File: config.mk
export PLATFORM = sky130hd
export DESIGN_NAME = issue_ctrl
export DESIGN_NICKNAME = d
export VERILOG_FILES = /design/src/rtl/issue_ctrl.sv
export SDC_FILE = /design/constraint.sdc
export NUM_CORES = 1
export LEC_CHECK = 0
export CAP_MARGIN = 20
export CORE_MARGIN = 2
export CORE_UTILIZATION = 65
export DETAILED_ROUTE_END_ITERATION = 6
export DONT_BUFFER_PORTS = 1
export GPL_ROUTABILITY_DRIVEN = 0
export PLACE_DENSITY = 0.9
export SYNTH_ARGS = -nofsm -noshare
export SYNTH_HDL_FRONTEND = slang
export SYNTH_SLANG_ARGS = --single-unit
File: constraint.sdc
create_clock -name i_clk -period 8.4 [get_ports i_clk]
set_input_delay 1.68 -clock i_clk [delete_from_list [all_inputs] [get_ports i_clk]]
set_output_delay 1.68 -clock i_clk [all_outputs]
set_load 0.01 [all_outputs]
File: src/rtl/issue_ctrl.sv
// Issue controller: GPR write scoreboard, in-flight limit, control-transfer
// serialisation and EBREAK drain/halt sequencing between decode and execute.
module issue_ctrl #(
  parameter int unsigned NREGS        = 32,
  parameter int unsigned MAX_INFLIGHT = 4,
  parameter int unsigned CNT_W        = 3
) (
  input  logic             i_clk,
  input  logic             i_rst_n,
  input  logic             i_valid,
  input  logic [4:0]       i_rs1,
  input  logic [4:0]       i_rs2,
  input  logic [4:0]       i_rd,
  input  logic             i_rs1_used,
  input  logic             i_rs2_used,
  input  logic             i_wb_we,
  input  logic             i_ctrl,
  input  logic             i_ebreak,
  input  logic             i_retire,
  input  logic             i_retire_we,
  input  logic [4:0]       i_retire_rd,
  input  logic             i_br_resolve,
  input  logic             i_br_taken,
  output logic             o_issue,
  output logic             o_stall,
  output logic             o_flush,
  output logic             o_halted,
  output logic [CNT_W-1:0] o_in_flight,
  output logic [NREGS-1:0] o_pending,
  output logic             o_err
);

  localparam logic [CNT_W-1:0] MAX_C = CNT_W'(MAX_INFLIGHT);

  typedef enum logic [1:0] {
    S_RUN     = 2'd0,
    S_BR_WAIT = 2'd1,
    S_DRAIN   = 2'd2,
    S_HALT    = 2'd3
  } state_t;

  state_t           r_state;
  state_t           w_state_nxt;

  logic [NREGS-1:0] r_pending;
  logic [CNT_W-1:0] r_in_flight;
  logic             r_flush;
  logic             r_halted;
  logic             r_err;

  logic [NREGS-1:0] w_clr;
  logic [NREGS-1:0] w_eff;
  logic [NREGS-1:0] w_set;
  logic [NREGS-1:0] w_pending_nxt;
  logic             w_hazard;
  logic             w_cap_ok;
  logic             w_issue;
  logic             w_inc;
  logic             w_underflow;
  logic [CNT_W-1:0] w_cnt_nxt;
  logic             w_bad_retire;
  logic             w_bad_resolve;
  logic             w_flush_nxt;
  logic             w_halted_nxt;
  logic             w_err_nxt;

  // Scoreboard bypass, hazard detection, issue decision and counter update
  always_comb begin
    w_clr         = '0;
    w_set         = '0;
    w_eff         = '0;
    w_hazard      = 1'b0;
    w_cap_ok      = 1'b0;
    w_issue       = 1'b0;
    w_inc         = 1'b0;
    w_underflow   = 1'b0;
    w_cnt_nxt     = r_in_flight;
    w_bad_retire  = 1'b0;
    w_bad_resolve = 1'b0;
    w_pending_nxt = r_pending;

    if (i_retire && i_retire_we && (i_retire_rd != 5'd0)) begin
      w_clr = NREGS'(1) << i_retire_rd;
    end
    w_eff = r_pending & ~w_clr;

    w_hazard = (i_rs1_used && (i_rs1 != 5'd0) && w_eff[i_rs1]) ||
               (i_rs2_used && (i_rs2 != 5'd0) && w_eff[i_rs2]) ||
               (i_wb_we    && (i_rd  != 5'd0) && w_eff[i_rd]);

    w_cap_ok = (r_in_flight < MAX_C) || i_retire;

    // EBREAK bypasses hazard and capacity checks; it only needs RUN
    w_issue = i_rst_n && i_valid && (r_state == S_RUN) &&
              (i_ebreak || (!w_hazard && w_cap_ok));

    if (w_issue && i_wb_we && (i_rd != 5'd0) && !i_ebreak) begin
      w_set = NREGS'(1) << i_rd;
    end
    w_pending_nxt = w_eff | w_set;

    w_inc       = w_issue && !i_ebreak;
    w_underflow = i_retire && (r_in_flight == '0);
    if (w_underflow) begin
      w_cnt_nxt = '0;
    end else begin
      w_cnt_nxt = r_in_flight + CNT_W'(w_inc) - CNT_W'(i_retire);
    end

    w_bad_retire  = i_retire && i_retire_we && (i_retire_rd != 5'd0) &&
                    !r_pending[i_retire_rd];
    w_bad_resolve = i_br_resolve && (r_state != S_BR_WAIT);
  end

  // State register
  always_ff @(posedge i_clk or negedge i_rst_n) begin
    if (!i_rst_n) begin
      r_state <= S_RUN;
    end else begin
      r_state <= w_state_nxt;
    end
  end

  // Next-state logic
  always_comb begin
    w_state_nxt = r_state;
    case (r_state)
      S_RUN: begin
        if (w_issue && i_ebreak) begin
          w_state_nxt = S_DRAIN;
        end else if (w_issue && i_ctrl) begin
          w_state_nxt = S_BR_WAIT;
        end
      end
      S_BR_WAIT: begin
        if (i_br_resolve) begin
          w_state_nxt = S_RUN;
        end
      end
      S_DRAIN: begin
        if (w_cnt_nxt == '0) begin
          w_state_nxt = S_HALT;
        end
      end
      S_HALT: begin
        w_state_nxt = S_HALT;
      end
      default: begin
        w_state_nxt = S_RUN;
      end
    endcase
  end

  // Output logic: combinational handshake plus next values of registered outputs
  always_comb begin
    o_issue      = w_issue;
    o_stall      = i_valid && !w_issue;
    w_flush_nxt  = (r_state == S_BR_WAIT) && i_br_resolve && i_br_taken;
    w_halted_nxt = r_halted || (w_state_nxt == S_HALT);
    w_err_nxt    = r_err || w_bad_resolve || w_bad_retire || w_underflow;
  end

  // Registered outputs and scoreboard
  always_ff @(posedge i_clk or negedge i_rst_n) begin
    if (!i_rst_n) begin
      r_pending   <= '0;
      r_in_flight <= '0;
      r_flush     <= 1'b0;
      r_halted    <= 1'b0;
      r_err       <= 1'b0;
    end else begin
      r_pending   <= w_pending_nxt;
      r_in_flight <= w_cnt_nxt;
      r_flush     <= w_flush_nxt;
      r_halted    <= w_halted_nxt;
      r_err       <= w_err_nxt;
    end
  end

  assign o_flush     = r_flush;
  assign o_halted    = r_halted;
  assign o_in_flight = r_in_flight;
  assign o_pending   = r_pending;
  assign o_err       = r_err;

endmodule

### Yosys cells after proc, flatten, opt, wreduce, memory -nomap -nowiden

Index checks and enable logic that the tools add are counted.

| word-level totals | value |
|---|---|
| flip-flop bits (word level) | 40 |
| input bits | 32 |
| output and inout port bits | 40 |
| word-level logic and storage cells | 82 |

| operators by class | value |
|---|---|
| add/subtract/negate cells | 2 |
| $lt $le $gt $ge | 5 |
| equal/unequal tests | 5 |
| shift-type cells | 2 |
| mux-type cells | 16 |
| bitwise logic cells | 3 |
| reductions and logical operators | 43 |

Operators by type and width:

| cell | count |
|---|---|
| 2-to-1 mux 32 bit | 2 |
| << shifter 1 x 5 -> 32 bit, first input constant | 2 |
| bitwise AND 32 bit | 1 |
| inverter 32 bit | 1 |
| bitwise OR 32 bit | 1 |
| logical AND 1 bit | 24 |
| less-than comparator 5 x 6 -> 1 bit, second input constant | 4 |
| binary-select mux 1 bit (select 5 bit) | 4 |
| nonzero test 5 bit | 4 |
| logical OR 1 bit | 8 |
| 2-to-1 mux 2 bit | 4 |
| one-hot mux 2 bit (4 select lines) | 1 |
| equality test 2 bit, second input constant | 3 |
| zero test 3 bit | 2 |
| zero test 1 bit | 4 |
| 2-to-1 mux 1 bit | 4 |
| adder 3 x 1 -> 3 bit | 1 |
| less-than comparator 3 bit, second input constant | 1 |
| 2-to-1 mux 3 bit | 1 |
| subtractor 3 x 1 -> 3 bit | 1 |
| equality test 2 x 1 -> 1 bit, second input constant | 1 |
| zero test 2 bit | 1 |
| inequality test 2 x 1 -> 1 bit, second input constant | 1 |

### Depth between registers and ports, before layout

| depth | value |
|---|---|
| depth after elaboration | 23 |
| gate-level depth with buffers | 21 |
| gate-level depth less buffers | 18 |

### Least setup slack after synthesis

Ideal clock, no wire load.

| timing path | value |
|---|---|
| path kind | in2reg |
| start | in i_rs2[1] |
| end | reg r_state[0] |
| setup time | 0.143 ns |
| arrival | 5.260 ns |
| data required time | 8.257 ns |
| path slack | 2.997 ns |
| cell stages on the path | 21 |
| buffers on the path | 3 |
| cells stage by stage | clkbuf_1 buf_1 mux4_2 nand4_1 a31oi_1 nor4_1 nor4_1 a211oi_2 o211ai_4 buf_6 ha_1 inv_1 ha_1 inv_1 fa_1 xor2_1 xnor2_1 nor2_1 nor3_1 o21ai_0 o221ai_1 |

| on the way | value |
|---|---|
| cells in the longest elaborated chain, start to end | 16 |
| elaborated cells on any way between the ends | 22 |
| those cells by class | add/sub: 2; mux: 7; reduce/logical: 13 |

RTL lines:

| item | line | source |
|---|---|---|
| start, declared | 12 | `input logic [4:0] i_rs2,` |
| binary-select mux 1 bit (select 5 bit) / nonzero test 5 bit (equally long branches) | 88 | `(i_rs2_used && (i_rs2 != 5'd0) && w_eff[i_rs2]) \|\|` |
| 2-to-1 mux 1 bit (not written as such) / logical AND 1 bit (equally long branches) | 88 |  |
| logical AND 1 bit * | 88 |  |
| logical OR 1 bit * | 87 | `w_hazard = (i_rs1_used && (i_rs1 != 5'd0) && w_eff[i_rs1]) \|\|` |
| logical OR 1 bit * | 88 |  |
| zero test 1 bit * | 95 | `(i_ebreak \|\| (!w_hazard && w_cap_ok));` |
| logical AND 1 bit * | 95 |  |
| logical OR 1 bit * | 95 |  |
| [... 2 more ...] | -- |  |
| adder 3 x 1 -> 3 bit * | 107 | `w_cnt_nxt = r_in_flight + CNT_W'(w_inc) - CNT_W'(i_retire);` |
| subtractor 3 x 1 -> 3 bit * | 107 |  |
| 2-to-1 mux 3 bit * | 104 | `if (w_underflow) begin` |
| via w_cnt_nxt[2] | 60 | `logic [CNT_W-1:0] w_cnt_nxt;` |
| zero test 3 bit * | 141 | `if (w_cnt_nxt == '0) begin` |
| 2-to-1 mux 2 bit * | 141 |  |
| one-hot mux 2 bit (4 select lines) * | 127 | `case (r_state)` |
| via w_state_nxt[0] | 43 | `state_t w_state_nxt;` |
| end signal, assigned | 120 | `r_state <= w_state_nxt;` |
| end, declared | 42 | `state_t r_state;` |

The timed path passes the listed nets; every way through them passes the cells marked *. The select of a mux whose other input is x is not followed.

### Worst setup path after layout

| timing path | value |
|---|---|
| start | in i_retire_rd[2] |
| end | reg r_state[0] |

| on the way | value |
|---|---|
| cells in the longest elaborated chain, start to end | 21 |
| elaborated cells on any way between the ends | 32 |
| those cells by class | add/sub: 2; shift: 1; mux: 12; bitwise: 2; reduce/logical: 15 |

RTL lines:

| item | line | source |
|---|---|---|
| start, declared | 21 | `input logic [4:0] i_retire_rd,` |
| nonzero test 5 bit | 82 | `if (i_retire && i_retire_we && (i_retire_rd != 5'd0)) begin` |
| logical AND 1 bit | 82 |  |
| 2-to-1 mux 32 bit * | 82 |  |
| inverter 32 bit * | 85 | `w_eff = r_pending & ~w_clr;` |
| bitwise AND 32 bit * | 85 |  |
| binary-select mux 1 bit (select 5 bit), on equally long branches | 87, 88 |  |
| 2-to-1 mux 1 bit, on equally long branches | 87, 88 |  |
| logical AND 1 bit, on equally long branches | 87, 88 |  |
| [... 7 more ...] | -- |  |
| adder 3 x 1 -> 3 bit * | 107 |  |
| subtractor 3 x 1 -> 3 bit * | 107 |  |
| 2-to-1 mux 3 bit * | 104 |  |
| via w_cnt_nxt[2] | 60 |  |
| zero test 3 bit * | 141 |  |
| 2-to-1 mux 2 bit * | 141 |  |
| one-hot mux 2 bit (4 select lines) * | 127 |  |
| via w_state_nxt[0] | 43 |  |

Marks and branches as above.

==> run_results.csv <==
group,metric,value,unit
die,fp.dieH,77.3,um
final_layout,nets,403,
cts,cts_resized,0,
power_and_ir_drop,power,498,uW
drt,num_vias,3501,
sta,setup_tns,0,ns
sta,fin_crit,5.81,ns
global_route,antenna_found_initial,0,
drt,routedWlPerCell,24.3,um
global_route,grt_first_pass_wirelength,16.8,mm
critical_path,endpoint_kind,"register",
cts,root_buffer,"clkbuf_8",
logic_synthesis,synth_cell_type_count,68,
logic_synthesis,synth_fp_nets,424,
critical_path,cp.arrival,5.95,ns
critical_path,startpoint_type,"input pin",
logic_synthesis,ys_seq_area_share,28.6,%
logic_synthesis,synth.avg_cell_area,8.98,sq um
final_layout,area_growth,1.79,%
die,initial_core_util,68.0,%
placed_design,dpl_cell_area,3430,sq um
critical_path,reg2reg_depth,17,
cts,clock-sinks,40,
drt,first_pass_iters,6,
drt,first_iter_violations,610,
logic_synthesis,synthCells,389,
global_route,grt_use_total,35.9,%
global_route,grt_max_degree,43,
critical_path,cp_max_fo,33,
power_and_ir_drop,power_density,140,nW/um^2
final_layout,n_antenna_cell,0,
global_route,grt_overflow,0,
job,max_cap_violations,0,
status,status,"finished, final reports clean",
die,rows,26,
die,die_x,77.3,um
logic_synthesis,synth_seq_cells,40,
drt,ant_nets,0,
critical_path,path_class,"in2reg",
cts,postCtsHoldBufs,0,
cts,htreeDepth,2,
die,pin_count,72,
die,dieArea,5980,sq um
final_layout,final_util,69.2,%
logic_synthesis,yosysWarnings,0,
logic_synthesis,synth_area,3490,sq um
placed_design,port_buffers,0,
drt,drt_wl_total,10.7,mm
critical_path,crit_start,"i_retire_rd[2]",
critical_path,endpoint,"r_state[0]",
critical_path,r2r_slack,3.75,ns
sta,fmax,0.172,GHz
logic_synthesis,synth_edf_count,0,
power_and_ir_drop,power.leakage,0.00134,uW
drt,vias_per_cell,7.97,
min_path,min_path_type,"reg2reg",
critical_path,worstReg2RegEnd,"r_state[0]",
sta,period_share,69.2,%
sta,rsz0062_at_grt,"no",
logic_synthesis,synthArstFlopShare,100,%
sta,max_slew.worst_pin.slew,0.926,ns
global_route,grt_pass1_vias,3323,
placed_design,place_inst,431,
critical_path,r2r-start,"o_pending[1]",
logic_synthesis,synth.area.top_cells,"dfrtp_1 29%, mux4_2 8.4%, o31ai_1 6.9%",
cts,insertion_delay,0.30,ns
cts,cts_tree,"built",
logic_synthesis,synth_ff_type,"dfrtp_1",
sta,hold_viol,0,
cts,path_clk_slew,0.07,ns
final_layout,fill_cells,412,
logic_synthesis,yosysTopAreaCell,"dfrtp_1",
die,core_area,5140,sq um
cts,post_cts_buffers,0,
sta,setup_violations,0,
cts,cts.path.max_buffers,2,
cts,numCtsBuffers,5,
sta,fin_worst_skew,0.0100,ns
drt,drc_errors,0,
final_layout,drive_gt1_share,12.2,%
logic_synthesis,synth.top_cell.area_share,28.6,%
placed_design,dp_hpwl,8.10,mm
final_layout,final_cells,439,
power_and_ir_drop,ir_worst_vdd,0.000204,V
critical_path,worstPathRequired,8.54,ns
sta,slew_headroom,38.0,%
final_layout,fin_area,3560,sq um
sta,slew_viol_final,0,
==> cell usage after synthesis (2+ instances only) <==
cell       instances
a31oi_1            4
mux2i_1            9
nand3_1           14
a311oi_1           3
nand2b_1          12
a41o_1             2
nor2_1            23
nor4_1             7
mux4_2            13
buf_4              2
dfrtp_1           40
a32oi_1            4
buf_2              7
clkbuf_1          11
and3_1             6
nand3b_1           3
or2_2              3
a211oi_1           3
nand4b_1           2
o31ai_1           32
mux2_2             4
ha_1               2
or4_1              5
or3b_1             2
inv_2              3
nor4b_1            2
inv_1             14
buf_1              4
o21ai_0           25
o211ai_1           9
buf_6              4
nor3_1            10
nand2_1           31
o31ai_2            7
o2111ai_1          3
a21oi_1            9
xor2_1             6
o221ai_1           3
a22oi_1            2
mux2_1             4
nand4_1            5
a2111oi_0          2
o21ai_1            8
==> sequential cells by signal, indices dropped and copies added, names as in the netlist <==
name,count
o_pending,32
o_halted,1
o_in_flight,3
o_flush,1
r_state,2
o_err,1
==> per-stage QoR <==
step | hold WS, ns | setup slack, ns
floorplan | 0.466 | 3.00
global placement | 0.513 | 2.59
detailed placement | 0.520 | 2.41
CTS | 0.535 | 2.75
global route | 0.569 | 2.29
finish | 0.538 | 2.59
==> layout by cell type, fill, tap and decap left out, types with 8 or more instances in the layout <==
master / instances
inv_1: 14
nor3_1: 10
o31ai_1: 32
o21ai_1: 8
o21ai_0: 25
nor2_1: 23
mux2i_1: 9
mux4_2: 13
nand2b_1: 12
o211ai_1: 9
a21oi_1: 9
nand3_1: 14
nand2_1: 31
dfrtp_1: 40
==> area by class of cell <==
class	instances	area [sq um]	share of cell area, %
inverters	17	63.8	1.79
multi-input cells	304	2280	64.1
well taps	70	87.6	2.46
clock inverters	1	30.0	0.844
clock buffers	7	96.3	2.71
flip-flops and latches	40	1000	28.1
==> how the worst min path moves through the flow <==
stage | depth (start not counted) | from | to | slack, ns
2_1_floorplan | 1 | r_state[1] | r_state[1] | 0.47
3_3_place_gp | 1 | r_state[1] | r_state[1] | 0.51
3_5_place_dp | 1 | r_state[1] | r_state[1] | 0.52
4_1_cts | 1 | r_state[1] | r_state[1] | 0.54
5_1_grt | 1 | r_state[1] | r_state[1] | 0.57
6_report | 1 | r_state[1] | r_state[1] | 0.54
==> worst max-delay path, stage by stage <==
cell and delay [ns]:
or3_4 0.41, o21ai_0 0.48, o211ai_1 0.16, a311oi_1 0.27, o21ai_0 0.15, a211oi_2 0.48, o211ai_4 0.42, ha_1 0.41
inv_1 0.06, ha_1 0.14, inv_1 0.05, fa_1 0.39, xor2_1 0.16, xnor2_1 0.13, nor2_1 0.13, nor3_1 0.07
o21ai_0 0.21, o221ai_1 0.15
==> metal layers <==
layer / vias to the layer above / share of wire, % / GRT usage, %
met3: 75 / 13 / 9.29
met1: 1632 / 35 / 44.3
met5: - / 0 / 0
li1: 1478 / - / -
met2: 316 / 47 / 59.3
met4: 0 / 4.8 / 16.1
==> power breakdown <==
| group | switching (uW) | internal (uW) |
|---|---|---|
| clock network | 62.4 | 105 |
| logic | 56.9 | 45.5 |
| registers | 22.4 | 206 |
==> kinds of logic after synthesis <==
logic type / share of synthesized area (%)
buf+inv: 6.16
flops: 28.6
xor+xnor: 1.75
fa+ha+maj: 1.29
mux: 13.5
simple gates: 20.9
compound gates: 27.7
Power figures use the tool's default switching activity.
